[src/rtl/dcache_wb_buffer_pkg.sv]
// Shared types for the dcache write-back buffer.
// Entry layout and controller states.
package CDB_types;
  localparam int LINE_OFFSET_W = 5;
  localparam int TAG_W = 27;
  localparam int DATA_W = 256;

  typedef enum logic [1:0] {
    IDLE,
    ACK,
    RD_MISS,
    DRAIN
  } wb_state_t;

  typedef struct packed {
    logic              valid;
    logic [TAG_W-1:0]  tag;
    logic [DATA_W-1:0] data;
  } wb_entry_t;
endpackage

[src/rtl/dcache_wb_buffer_tag_cam.sv]
// Tag lookup across all write-back buffer entries.
// Tags are unique, so at most one bit of onehot is set.
module wb_tag_cam
  import CDB_types::*;
#(
  parameter int DEPTH = 2
) (
  input  wb_entry_t                    entries [DEPTH],
  input  logic [TAG_W-1:0]             tag,
  output logic                         hit,
  output logic [DEPTH-1:0]             onehot,
  output logic [$clog2(DEPTH)-1:0]     idx
);
  always_comb begin
    hit = 1'b0;
    onehot = '0;
    idx = '0;
    for (int i = 0; i < DEPTH; i++) begin
      if (entries[i].valid && entries[i].tag == tag) begin
        hit = 1'b1;
        onehot[i] = 1'b1;
        idx = ($clog2(DEPTH))'(i);
      end
    end
  end
endmodule

[src/rtl/dcache_wb_buffer.sv]
// Write-back buffer between dcache and cacheline adapter.
// Reads bypass queued evictions; idle cycles drain the FIFO.
module dcache_wb_buffer
  import CDB_types::*;
#(
  parameter int DEPTH  = 2,
  parameter int LINE_W = 256,
  parameter int ADDR_W = 32
) (
  input  logic              clk,
  input  logic              rst,
  input  logic [ADDR_W-1:0] dc_addr,
  input  logic              dc_read,
  input  logic              dc_write,
  input  logic [LINE_W-1:0] dc_wdata,
  output logic [LINE_W-1:0] dc_rdata,
  output logic              dc_resp,
  output logic [ADDR_W-1:0] adp_addr,
  output logic              adp_read,
  output logic              adp_write,
  output logic [LINE_W-1:0] adp_wdata,
  input  logic [LINE_W-1:0] adp_rdata,
  input  logic              adp_resp,
  output logic              wb_empty
);
  localparam int PW = $clog2(DEPTH);
  localparam int CW = $clog2(DEPTH + 1);

  wb_state_t         state;
  wb_entry_t         entries [DEPTH];
  logic [PW-1:0]     head;
  logic [PW-1:0]     tail;
  logic [CW-1:0]     count;
  logic [LINE_W-1:0] rdata_q;

  logic              hit;
  logic [DEPTH-1:0]  hit_oh;
  logic [PW-1:0]     hit_idx;
  logic [TAG_W-1:0]  dc_tag;
  logic              full;

  assign dc_tag = dc_addr[ADDR_W-1:LINE_OFFSET_W];
  assign full = (count == CW'(DEPTH));

  wb_tag_cam #(.DEPTH(DEPTH)) u_cam (
    .entries (entries),
    .tag     (dc_tag),
    .hit     (hit),
    .onehot  (hit_oh),
    .idx     (hit_idx)
  );

  // Miss data is passed straight through in the adapter's resp cycle.
  assign dc_resp = (state == ACK) ||
                   (state == RD_MISS && adp_resp);
  assign dc_rdata = (state == RD_MISS && adp_resp) ?
                    adp_rdata : rdata_q;

  always_ff @(posedge clk or negedge rst) begin
    if (!rst) begin
      state <= IDLE;
      for (int i = 0; i < DEPTH; i++) entries[i] <= '0;
      head <= '0;
      tail <= '0;
      count <= '0;
      rdata_q <= '0;
      adp_addr <= '0;
      adp_read <= 1'b0;
      adp_write <= 1'b0;
      adp_wdata <= '0;
      wb_empty <= 1'b1;
    end else begin
      unique case (state)
        IDLE: begin
          if (dc_read) begin
            if (hit) begin
              rdata_q <= entries[hit_idx].data;
              state <= ACK;
            end else begin
              adp_read <= 1'b1;
              adp_addr <= dc_addr;
              state <= RD_MISS;
            end
          end else if (dc_write && hit) begin
            for (int i = 0; i < DEPTH; i++)
              if (hit_oh[i]) entries[i].data <= dc_wdata;
            state <= ACK;
          end else if (dc_write && !full) begin
            entries[tail] <= '{valid: 1'b1,
                               tag: dc_tag,
                               data: dc_wdata};
            tail <= tail + 1'b1;
            count <= count + 1'b1;
            wb_empty <= 1'b0;
            state <= ACK;
          end else if (dc_write || count != '0) begin
            adp_write <= 1'b1;
            adp_addr <= {entries[head].tag,
                         {LINE_OFFSET_W{1'b0}}};
            adp_wdata <= entries[head].data;
            state <= DRAIN;
          end
        end
        ACK: begin
          rdata_q <= '0;
          state <= IDLE;
        end
        RD_MISS: begin
          if (adp_resp) begin
            adp_read <= 1'b0;
            adp_addr <= '0;
            state <= IDLE;
          end
        end
        DRAIN: begin
          if (adp_resp) begin
            entries[head].valid <= 1'b0;
            head <= head + 1'b1;
            count <= count - 1'b1;
            wb_empty <= (count == CW'(1));
            adp_write <= 1'b0;
            adp_addr <= '0;
            adp_wdata <= '0;
            state <= IDLE;
          end
        end
        default: state <= IDLE;
      endcase
    end
  end
endmodule
[config.mk]
export PLATFORM = sky130hd
export DESIGN_NAME = dcache_wb_buffer
export DESIGN_NICKNAME = d
export VERILOG_FILES = /design/src/rtl/dcache_wb_buffer_pkg.sv /design/src/rtl/dcache_wb_buffer_tag_cam.sv /design/src/rtl/dcache_wb_buffer.sv
export SDC_FILE = /design/constraint.sdc
export NUM_CORES = 2
export LEC_CHECK = 0
export CORE_AREA = 4 4 420 422
export DETAILED_ROUTE_END_ITERATION = 12
export DIE_AREA = 0 0 424 426
export PLACE_DENSITY = 0.47
export SLEW_MARGIN = 20
export SYNTH_ARGS = -nofsm -noshare
export SYNTH_HDL_FRONTEND = slang
export SYNTH_HIERARCHICAL = 1
export SYNTH_SLANG_ARGS = --single-unit
export TNS_END_PERCENT = 30
[constraint.sdc]
create_clock -name clk -period 5.55 [get_ports clk]
set_input_delay 0.555 -clock clk [delete_from_list [all_inputs] [get_ports clk]]
set_output_delay 0.555 -clock clk [all_outputs]
set_load 0.05 [all_outputs]
# Word-level counts from Yosys, hierarchy flattened
# Index checks and enable logic that the tools add are counted.
dict set report word_totals {
  register_bits 1121
  in_bits 549
  output_inout_bits 548
  word_cells 151
}
dict set report op_classes {
  n_addsub 4
  n_lt_le_gt_ge 5
  eq_ne 26
  muxes 68
  n_bitwise 5
  n_reduce_logical 27
}
# op n
set ops {}
lappend ops {{256-bit 2-to-1 mux} 15}
lappend ops {{568-bit 2-to-1 mux} 3}
lappend ops {{568-bit bitwise mux} 2}
lappend ops {{568-bit case mux with 2 select lines} 1}
lappend ops {{256-bit case mux with 2 select lines} 2}
lappend ops {{283-bit 2-to-1 mux} 3}
lappend ops {{284-bit demux with 1-bit select} 2}
lappend ops {{284-bit 2-to-1 mux} 2}
lappend ops {{32-bit 2-to-1 mux} 6}
lappend ops {{32-bit case mux with 2 select lines} 1}
lappend ops {{28-bit 2-to-1 mux} 2}
lappend ops {{27-bit == test} 2}
lappend ops {{3-bit inequality test, second input constant} 7}
lappend ops {{2-bit 2-to-1 mux} 10}
lappend ops {{2-bit inequality test, second input constant} 10}
lappend ops {{5-bit AND reduction} 3}
lappend ops {{1-bit 2-to-1 mux} 14}
lappend ops {{6-bit AND reduction} 2}
lappend ops {{2-bit nonzero test} 5}
lappend ops {{4-bit AND reduction} 2}
lappend ops {{1-bit logical AND} 7}
lappend ops {{2-bit == test, second input constant} 3}
lappend ops {{2-bit greater-or-equal comparator, second input constant} 3}
lappend ops {{1-bit inverter with 2-bit output} 3}
lappend ops {{other kinds (17)} 25}

# Depth between registers and ports, before layout
dict set report logic_depth {
  word_depth 10
  ltp_mapped 13
  mapped_depth_nobuf 9
}

# By module
# The synthesis kept the hierarchy.
# module n_inst cells_each area_per_inst_um2
set modules_own_cells {}
lappend modules_own_cells {dcache_wb_buffer 1 3735 50085.5}
lappend modules_own_cells {wb_tag_cam 1 74 620.6}

# Worst setup path before layout
# Ideal clock, no wire load.
dict set report synth_timing {
  path_kind {input-to-reg}
  start {input port dc_addr[13]}
  end {register entries[215] (netlist name)}
  setup_ns 0.128
  t_arrival_ns 2.958
  required_time_ns 5.422
  path_slack_ns 2.465
  stages 11
  n_path_buf 2
  cell_sequence {xnor2_1 nand4_1 or4_1 nor4_2 or2_1 nor2b_1 nor3b_2 a21boi_2 buf_2 buf_4 mux2_1}
}
dict set report synth_via {
  word_cells_on_any_way 14
  cone_classes {eq/ne: 4; mux: 6; reduce/logical: 4}
}
# element line_no
set synth_rtl {}
lappend synth_rtl {{start: declaration} dcache_wb_buffer.sv:12} ;# input logic [ADDR_W-1:0] dc_addr,
lappend synth_rtl {{27-bit == test} dcache_wb_buffer_tag_cam.sv:19} ;# if (entries[i].valid && entries[i].tag == tag) begin
lappend synth_rtl {{1-bit logical AND} dcache_wb_buffer_tag_cam.sv:19}
lappend synth_rtl {{1-bit 2-to-1 mux} -}
lappend synth_rtl {{named net hit_idx} dcache_wb_buffer.sv:38} ;# logic [PW-1:0] hit_idx;
lappend synth_rtl {{3-bit inequality test (no line)} -}
lappend synth_rtl {{5-bit AND reduction (no line)} -}
# The timed path passes the listed nets, and every way through them passes these cells. The select of a mux whose other input is x is not followed.
# A chain may end at the register's enable or synchronous reset.

# Worst setup path in the final report
dict set report layout_timing {
  start {register state[1]}
  end {output port dc_rdata[206]}
}
dict set report layout_via {
  elab_chain_cells 3
}
# element line_no
set layout_rtl {}
lappend layout_rtl {{start: declaration} dcache_wb_buffer.sv:29} ;# wb_state_t state;
lappend layout_rtl {{start signal: assignment} dcache_wb_buffer.sv:61} ;# state <= IDLE;
lappend layout_rtl {{start signal: assignment} dcache_wb_buffer.sv:78} ;# state <= ACK;
lappend layout_rtl {{start signal: assignment} dcache_wb_buffer.sv:82} ;# state <= RD_MISS;
lappend layout_rtl {{2-bit == test} dcache_wb_buffer.sv:56} ;# assign dc_rdata = (state == RD_MISS && adp_resp) ?
lappend layout_rtl {{1-bit logical AND} dcache_wb_buffer.sv:56}
lappend layout_rtl {{256-bit 2-to-1 mux} dcache_wb_buffer.sv:56}
lappend layout_rtl {{end: declaration} dcache_wb_buffer.sv:16} ;# output logic [LINE_W-1:0] dc_rdata,
# Every way passes these cells.

==> flow_summary.yaml <==
outcome:
  status: "completed"
worst_setup_path:
  cp-end-kind: "primary output"
  worstSetupPathType: "flop to primary output"
  cp_cell_sequence: "nand3b_1 > buf_12 > mux2_2 > clkdlybuf4s50_1"
  critPathArrivalTime_ps: 3750
  max_stage_delay_ps: 820
  critPathTopFamily: "buffers and inverters"
  critical_path_required_ps: 4990
  crit_buf_inv: 2
  crit_fanout: 112
  slowest_stage: "clkdlybuf4s50_1"
  worstSetupStartpointType: "flop"
die:
  start_util: 0.2930
  io_pins: 1097
  rows: 153
  die_area_um2: 180600
  die_w_um: 424
  die_h_um: 426
  fp.coreArea_um2: 173100
global_route:
  met2_usage: 0.3662
  track_usage: 0.2104
  grt_use_met1: 0.2610
  grt_max_degree: 171
  overflow: 0
  grt_pass1_vias: 36650
  grt_first_pass_wirelength_um: 278900
  globalRoute.busiestLayer: "met2"
  grt_antenna_before_repair: 49
  grtUsageMet3: 0.05172
run:
  drv_cap: 0
worst_hold_path:
  hold_path.class: "input pin to async pin"
placement:
  port_buffers: 1096
  dp_hpwl_um: 137400
  place_congestion: 0.8297
  dpl.cell_count: 7001
power_and_ir_drop:
  p_per_area_nw_per_um2: 537.8
  p_switching_mw: 14.70
  total_power_mw: 36.98
  p_comb_frac: 0.408
  leakage_nw: 28.54
  p_sw_frac: 0.3975
  pwr-share-clk: 0.238
  pwr-share-seq: 0.354
  p_int_mw: 22.28
  irDropWorstVdd_v: 0.0003020
yosys:
  syn_area_per_cell_um2: 13.31
  synth.distinct_cells: 48
  syn_area_um2: 50710
  yosysWarnings: 6
  synth_common_cells: "dfrtp_1, mux2i_1, mux2_1"
  yosysMostFrequentCell: "dfrtp_1"
  ys.flop_type: "dfrtp_1"
  synth_edf_count: 0
  synth_cells: 3809
  synth_top_area_cell: "dfrtp_1"
  ys_ff_latch: 1121
  async_reset_ff_frac: 1.000
  synth_area_leaders: "dfrtp_1, mux2i_1, mux2_1"
  ys_seq_area_frac: 0.5532
  synth_nets: 4361
  synth_top_area_frac: 0.5527
clocking:
  cts_inserted_buffers: 136
  cts_hold_buffers: 1
  cts_buffer_depth: 3
  ctsRootBufferMaster: "clkbuf_16"
  clk_pin_slew_ps: 50
  cts.sinks: 1121
  clk_latency_ps: 760
  cts_tree: "done"
  cts_setup_buffers: 0
  ctsResizeCount: 0
  htreeDepth: 4
drt:
  drt-pass1-iter-count: 4
  detail_route.vias_per_cell: 4.825
  postRouteAntennaNets: 0
  drt-initial-drc-count: 1679
  drc_errors: 0
  avgRoutedWirePerCell_um: 26.85
  wirelength_um: 194800
  vias: 35010
timing:
  layout_min_cycle_time_ps: 4310
  fmax_mhz: 232.0
  slew_viol_final: 0
  setup_viol: 0
  rsz0062_at_grt: "false"
  tightest_slew_ps: 1167
  relSlewSlack: 0.2219
  finClkSkew_ps: 30.37
  min_period_over_period: 0.7766
  hold_viol: 0
  tns_ps: 0
layout:
  area_growth_syn_to_layout_pct: 35.60
  finalNetCount: 5368
  seq_area_um2: 28060
  final_cells: 7256
  drive_gt1_frac: 0.1410
  multi_input_area_um2: 21230
  final.fill_count: 16640
==> worst paths after layout <==
kind / depth (start not counted) / slack [ps] / start / to
worst max-delay path: 4 / 1240 / state[1]$_DFFE_PN0P_ / dc_rdata[206]
worst min-delay path: 2 / 380 / rst / rdata_q[218]$_DFFE_PN0P_
worst max register to register: 9 / 1620 / entries[278]$_DFFE_PN0P_ / rdata_q[168]$_DFFE_PN0P_
worst min register to register: 2 / 480 / wb_empty$_DFFE_PN1P_ / wb_empty$_DFFE_PN1P_
max in group asynchronous: 4 / 3590 / rst / entries[53]$_DFFE_PN0P_
min in group clk: 5 / 390 / dc_read / adp_read$_DFFE_PN0P_
==> placed cells by master (no fill, tap or decap), types with 3 or more instances in the layout <==
| master | n |
|---|---|
| nand4_1 | 13 |
| mux2_1 | 430 |
| ha_1 | 3 |
| clkinv_8 | 5 |
| clkbuf_16 | 139 |
| nor2_1 | 163 |
| dfrtp_1 | 1119 |
| buf_12 | 41 |
| diode_2 | 16 |
| clkinvlp_4 | 4 |
| xnor2_1 | 56 |
| nand2b_1 | 4 |
| mux2_2 | 392 |
| clkbuf_8 | 25 |
| o21ai_0 | 73 |
| o2bb2ai_1 | 256 |
| nand3_1 | 126 |
| nand2_1 | 41 |
| a22o_1 | 5 |
| o211ai_1 | 3 |
| clkinv_2 | 16 |
| o21ai_1 | 83 |
| bufinv_16 | 4 |
| inv_1 | 3 |
| a21oi_1 | 27 |
| a211oi_1 | 131 |
| buf_4 | 36 |
| clkdlybuf4s50_1 | 1094 |
| mux2i_1 | 540 |
| clkbuf_1 | 37 |
==> registers in the layout, summed over array words and instances, names as in the netlist, 2 cells and up <==
signal	count
state	2
adp_addr	32
entries	568
rdata_q	256
adp_wdata	256
count	2
==> routing by layer <==
metal,up-vias,share of wire
li1,16050,-
met1,17890,0.42
met2,812,0.51
met3,235,0.054
met4,24,0.024
met5,-,0.00091
==> layout make-up <==
| class | instances | share of cell area |
|---|---|---|
| Antenna cell | 16 | 0.0005823 |
| Clock buffer | 201 | 0.05761 |
| Clock inverter | 36 | 0.006369 |
| Inverter | 4 | 0.0002184 |
| Multi-Input combinational cell | 2377 | 0.3087 |
| Sequential cell | 1121 | 0.4081 |
| Tap cell | 2325 | 0.04231 |
| Timing Repair Buffer | 1176 | 0.1761 |
==> kinds of logic after synthesis <==
family	count (synthesis)	share of synthesized area
flip-flops	1121	0.5532
multiplexers	1362	0.2891
AO/OA/AOI/OAI	584	0.08402
buffers and inverters	311	0.02934
adder cells (fa/ha/maj)	3	0.0007403
XOR/XNOR	58	0.01002
AND/OR/NAND/NOR	370	0.03348
==> per-stage QoR <==
step	setup slack, ps	util	hold slack [ps]	instance area, µm²
global route	1037	0.3971	354.3	68730
global placement	841.9	0.3714	464.7	64280
floorplan	2465	-	259.4	50710
detailed placement	795.7	0.3714	469.6	64280
CTS	1182	0.3969	303.3	68680
finish	1240	0.3973	383.7	68760
==> power groups by stage <==
stage / clock network (mW) / registers (mW) / logic [mW]
after CTS: 9.12 / 13.1 / 15.4
after floorplan: 0 / 15.1 / 7.65
after global placement: 0 / 13.2 / 15.3
after detailed placement: 0 / 13.2 / 15.3
final: 8.80 / 13.1 / 15.1
after global routing: 9.46 / 13.5 / 16.0
(Power assumes the default switching activity.)
